--- config.mk ---
export PLATFORM = sky130hd
export DESIGN_NAME = ifetch_unit
export DESIGN_NICKNAME = d
export VERILOG_FILES = /design/src/rtl/ifetch_unit.sv
export SDC_FILE = /design/constraint.sdc
export NUM_CORES = 1
export LEC_CHECK = 0
export ABC_AREA = 0
export BUFFER_PORTS_ARGS = -buffer_cell sky130_fd_sc_hd__buf_2
export CAP_MARGIN = 20
export CORE_ASPECT_RATIO = 1.25
export CORE_MARGIN = 2
export CORE_UTILIZATION = 50
export CTS_CLUSTER_DIAMETER = 100
export DETAILED_ROUTE_END_ITERATION = 12
export HOLD_SLACK_MARGIN = 0.12
export PLACE_DENSITY = 0.79
export SYNTH_ARGS = -nofsm -noshare
export SYNTH_HDL_FRONTEND = slang
export SYNTH_SLANG_ARGS = --single-unit
--- constraint.sdc ---
create_clock -name clk -period 12.42 [get_ports clk]
set_clock_uncertainty 0.1 [all_clocks]
set_input_delay 1.863 -clock clk [delete_from_list [all_inputs] [get_ports clk]]
set_output_delay 1.863 -clock clk [all_outputs]
set_load 0.1 [all_outputs]
--- src/rtl/ifetch_unit.sv ---
// rtl/ifetch_unit.sv - instruction fetch front end with in-order request tracking and response buffer
module ifetch_unit #(
  parameter logic [31:0] RESET_PC        = 32'h0000_0000,
  parameter int          MAX_OUTSTANDING = 2
) (
  input  logic        clk,
  input  logic        reset,
  input  logic        stall,
  input  logic        redirect,
  input  logic [31:0] redirect_pc,
  output logic        imem_req_valid,
  input  logic        imem_req_ready,
  output logic [31:0] imem_req_addr,
  input  logic        imem_resp_valid,
  input  logic [31:0] imem_resp_data,
  output logic        if_valid,
  output logic [31:0] if_pc,
  output logic [31:0] if_inst
);

  // CW holds 0..MAX_OUTSTANDING, IW indexes MAX_OUTSTANDING slots
  localparam int CW = $clog2(MAX_OUTSTANDING + 1);
  localparam int IW = (MAX_OUTSTANDING > 1) ? $clog2(MAX_OUTSTANDING) : 1;
  localparam logic [CW:0]   MAX_W    = (CW+1)'(MAX_OUTSTANDING);
  localparam logic [CW-1:0] FULL_CNT = CW'(MAX_OUTSTANDING);
  localparam logic [IW-1:0] LAST_IDX = IW'(MAX_OUTSTANDING - 1);

  logic [31:0]   pc;
  logic [CW-1:0] outstanding;
  logic [CW-1:0] drop_cnt;

  // PC of each accepted request, popped as its response returns
  logic [31:0]   tag_pc [MAX_OUTSTANDING];
  logic [IW-1:0] tag_wr;
  logic [IW-1:0] tag_rd;

  // Response buffer, entries {pc, inst}
  logic [31:0]   fifo_pc   [MAX_OUTSTANDING];
  logic [31:0]   fifo_inst [MAX_OUTSTANDING];
  logic [IW-1:0] f_wr;
  logic [IW-1:0] f_rd;
  logic [CW-1:0] f_cnt;

  logic [CW:0] inflight_total;
  logic        credit_ok;
  logic        req_accept;
  logic        resp_fire;
  logic        resp_drop;
  logic        fifo_push;
  logic        fifo_pop;

  function automatic logic [IW-1:0] next_idx(input logic [IW-1:0] idx);
    return (idx == LAST_IDX) ? '0 : idx + 1'b1;
  endfunction

  // Credit covers requests in flight plus responses already buffered, so the buffer can never overflow
  assign inflight_total = {1'b0, outstanding} + {1'b0, f_cnt};
  assign credit_ok      = inflight_total < MAX_W;

  // Outputs are gated by reset so they fall immediately when reset asserts
  assign imem_req_valid = reset && !redirect && credit_ok;
  assign imem_req_addr  = pc;
  assign req_accept     = imem_req_valid && imem_req_ready;

  // A response in a redirect cycle, or while stale responses remain, is thrown away
  assign resp_fire = reset && imem_resp_valid;
  assign resp_drop = redirect || (drop_cnt != '0);
  assign fifo_push = resp_fire && !resp_drop;

  assign if_valid = reset && (f_cnt != '0) && !redirect;
  assign fifo_pop = if_valid && !stall;
  assign if_pc    = if_valid ? fifo_pc[f_rd]   : 32'h0;
  assign if_inst  = if_valid ? fifo_inst[f_rd] : 32'h0;

  // Control state: pc, credit counters, queue pointers
  always_ff @(posedge clk or negedge reset) begin
    if (!reset) begin
      pc          <= RESET_PC;
      outstanding <= '0;
      drop_cnt    <= '0;
      tag_wr      <= '0;
      tag_rd      <= '0;
      f_wr        <= '0;
      f_rd        <= '0;
      f_cnt       <= '0;
    end else begin
      if (redirect) begin
        pc <= {redirect_pc[31:2], 2'b00};
      end else if (req_accept) begin
        pc <= pc + 32'd4;
      end

      if (req_accept && !resp_fire) begin
        outstanding <= outstanding + 1'b1;
      end else if (!req_accept && resp_fire) begin
        outstanding <= outstanding - 1'b1;
      end

      if (req_accept) begin
        tag_wr <= next_idx(tag_wr);
      end
      if (resp_fire) begin
        tag_rd <= next_idx(tag_rd);
      end

      // Every request still in flight is stale after a redirect; drop_cnt is already
      // a subset of outstanding, so it is replaced rather than added to.
      if (redirect) begin
        drop_cnt <= outstanding - CW'(resp_fire);
      end else if (resp_fire && (drop_cnt != '0)) begin
        drop_cnt <= drop_cnt - 1'b1;
      end

      if (redirect) begin
        f_wr  <= '0;
        f_rd  <= '0;
        f_cnt <= '0;
      end else begin
        if (fifo_push) begin
          assert (f_cnt != FULL_CNT) else $error("ifetch_unit: response fifo overflow");
          f_wr <= next_idx(f_wr);
        end
        if (fifo_pop) begin
          f_rd <= next_idx(f_rd);
        end
        if (fifo_push && !fifo_pop) begin
          f_cnt <= f_cnt + 1'b1;
        end else if (!fifo_push && fifo_pop) begin
          f_cnt <= f_cnt - 1'b1;
        end
      end
    end
  end

  // Queue payload storage; validity is tracked by the pointers above
  always_ff @(posedge clk) begin
    if (req_accept) begin
      tag_pc[tag_wr] <= pc;
    end
    if (fifo_push) begin
      fifo_pc[f_wr]   <= tag_pc[tag_rd];
      fifo_inst[f_wr] <= imem_resp_data;
    end
  end

endmodule

==> flow_summary.yaml <==
sta:
  slew_headroom_pct: 24.7
  worstMarginPinSlew_ns: 1.13
  finalSetupViolations: 0
  min_period_over_period_pct: 47.5
  layout_min_cycle_time_ns: 5.90
  hold_ws_ns: 0.415
  tns_ns: 0
  slew_violations: 0
  fmax_ghz: 0.170
  finalHoldViolCount: 0
  rsz0062_at_grt: "false"
yosys:
  yosys_warnings: 0
  ys_ff_latch: 224
  synth_edf_count: 184
  netlist_instances: 628
  ys.flop_type: "edfxtp_1"
  synth_area_leader_cell: "edfxtp_1"
  yosysTopAreaCellShare_pct: 59.9
  yosysUniqueCellTypes: 51
  synthArstFlopShare_pct: 17.9
  ys_top_cells_by_area: "edfxtp_1 60%, dfrtp_1 11%, mux2i_1 6.9%"
  netlist_area_um2: 9230
  synth.yosys.seq_area_share_pct: 70.7
  avgSynthCellArea_um2: 14.7
finish:
  drive_above_1_share_pct: 30.9
  area_delta_synth_final_pct: 18.4
  layout_common_cells: "184 x edfxtp_1, 161 x buf_2, 82 x nor2_1"
  antenna_cells: 0
  layout_commonest_cell: "edfxtp_1"
  fill_cells: 1447
  num-nets-final: 865
route:
  dr_wl_met2_um: 9570
  wl_um: 18400
  via_count: 5634
  routedWlPerCell_um: 17.8
  first_pass_iters: 5
  drt_iter0_drc: 324
  wl_met1_um: 7400
  wl_met3_um: 984
  ant_nets: 0
  dr.max_layer_used: "met4"
  vias_per_cell: 5.45
  drc: 0
clock_network:
  cts_max_path_buffers: 3
  clk_latency_ns: 0.50
  cts_tree: "yes"
  clkTransAtPathRegs_ns: 0.06
  root_buffer: "clkbuf_16"
  cts_max_level: 1
  cts_resized: 0
  cts_setup_buffers: 0
  clock-sinks: 224
  cts_hold_buf: 0
  numCtsBuffers: 22
min_path:
  hold_class: "reg2reg"
  whs_endpoint: "tag_wr"
  worstHoldStart: "tag_wr"
  min_delay_path_depth: 1
worst_setup_path:
  cp-startpoint: "redirect"
  r2r_start: "f_cnt[0]"
  critPathMaxFanout: 63
  cp-end-kind: "primary output"
  rr_endpoint: "imem_req_addr[17]"
  crit_arrival_ns: 3.93
  r2r_slack_ns: 8.91
  reg2reg_depth: 8
  critical_path_class: "in2out"
  worst_setup_path_start_kind: "primary input"
  crit_required_ns: 10.46
floorplanning:
  rows: 55
  die_width_um: 126
  start_util_pct: 51.0
  die-area_um2: 19600
  fp.coreArea_um2: 18100
  ioPinCount: 168
  die-height_um: 156
job:
  drv_cap: 0
grt:
  grt-ovfl-total: 0
  antenna_found_initial: 0
  grt_max_degree: 64
  grt_pass1_wl_um: 29200
  grt_pass1_vias: 5679
  track_usage_pct: 18.7
power_and_ir_drop:
  p_leak_nw: 4.12
  powerDensity_nw_per_um2: 170
  p_total_mw: 1.86
  ir_drop_mv: 0.103
placed_design:
  finalWeightedCongestion: 0.797
  hpwl_um: 11900
  io_buffers: 161
status:
  status: "complete, no violations"
==> state kept, by name (all words and copies together), names as in the netlist <==
signal         flops
fifo_inst         64
fifo_pc           60
imem_req_addr     30
drop_cnt           2
f_cnt              2
f_wr               1
f_rd               1
tag_pc            60
tag_rd             1
outstanding        2
tag_wr             1
==> power by group <==
group / switching [mW] / total [mW] / leakage (nW) / internal, mW
sequential: 0.0445 / 0.927 / 2.15 / 0.882
combinational: 0.216 / 0.310 / 1.64 / 0.0934
clock: 0.260 / 0.620 / 0.326 / 0.360
total: 0.521 / 1.86 / 4.12 / 1.34
==> Yosys cell counts (2+ instances only) <==
| cell type | number |
|---|---|
| mux2_2 | 30 |
| and2_1 | 4 |
| o21ai_1 | 3 |
| nand3_1 | 16 |
| nand2_1 | 38 |
| a31oi_1 | 2 |
| dfrtp_1 | 40 |
| o311ai_0 | 3 |
| and3_1 | 7 |
| o311ai_2 | 2 |
| nand2_2 | 2 |
| ha_1 | 4 |
| xor2_1 | 10 |
| o311ai_1 | 3 |
| o211ai_2 | 2 |
| nor3_2 | 2 |
| buf_1 | 8 |
| buf_2 | 5 |
| buf_4 | 5 |
| clkbuf_1 | 16 |
| nand2b_1 | 2 |
| nand4_2 | 2 |
| inv_1 | 8 |
| a32oi_1 | 3 |
| nor2_1 | 83 |
| or3_1 | 4 |
| or4_1 | 3 |
| xnor2_1 | 7 |
| nor3_1 | 5 |
| a221o_1 | 2 |
| o21ai_0 | 17 |
| a21oi_1 | 5 |
| o211ai_1 | 9 |
| edfxtp_1 | 184 |
| mux2i_1 | 64 |
| nand4_1 | 10 |
| a22oi_1 | 4 |
==> worst max path at each step <==
stage / end / depth (start not counted)
2_1_floorplan: fifo_inst[0][0] / 3
3_3_place_gp: if_inst[26] / 7
3_5_place_dp: if_inst[26] / 6
4_1_cts: if_inst[26] / 6
5_1_grt: if_inst[26] / 6
6_report: if_pc[7] / 6
==> cell type report <==
class                   instances  area (um2)  share of cell area [%]
clock buffers                  37         658                    6.02
clock inverters                 3        17.5                   0.160
inverters                       9        33.8                   0.309
multi-input cells             364        2540                    23.2
flip-flops and latches        224        6530                    59.7
well taps                     228         285                    2.61
repair buffers                169         866                    7.92
==> metal layers <==
metal / vias to the layer above / track usage [%]
li1: 2654 / -
met1: 2753 / 24.1
met2: 193 / 32.1
met3: 34 / 2.95
met4: 0 / 7.41
met5: - / 0
==> cells by family after synthesis <==
logic type               count (synthesis)  share of synthesized area, %
other                                    1                        0.0406
multiplexers                            94                          10.6
adder cells (fa/ha/maj)                  5                         0.759
AO/OA/AOI/OAI                           58                          4.50
XOR/XNOR                                17                          1.61
AND/OR/NAND/NOR                        186                          9.77
buffers and inverters                   43                          2.02
flip-flops                             224                          70.7
==> metrics by stage <==
| step | utilization, % | instances | setup WS [ns] | area (um2) |
|---|---|---|---|---|
| after floorplan | - | 631 | 5.23 | 9240 |
| after detailed placement | 56.7 | 994 | 6.50 | 10300 |
| after global placement | 56.7 | 994 | 6.57 | 10300 |
| final | 60.4 | 1034 | 6.52 | 10900 |
| after global routing | 60.4 | 1034 | 6.30 | 10900 |
| after CTS | 60.4 | 1034 | 6.49 | 10900 |
==> worst max-delay path, cell delays in order <==
cell      delay [ns]
buf_2           0.68
nand2b_1        0.22
or2_2           0.12
buf_4           0.54
nor2_1          0.13
buf_2           0.32
Note: power is estimated with default switching activity, not from simulation.
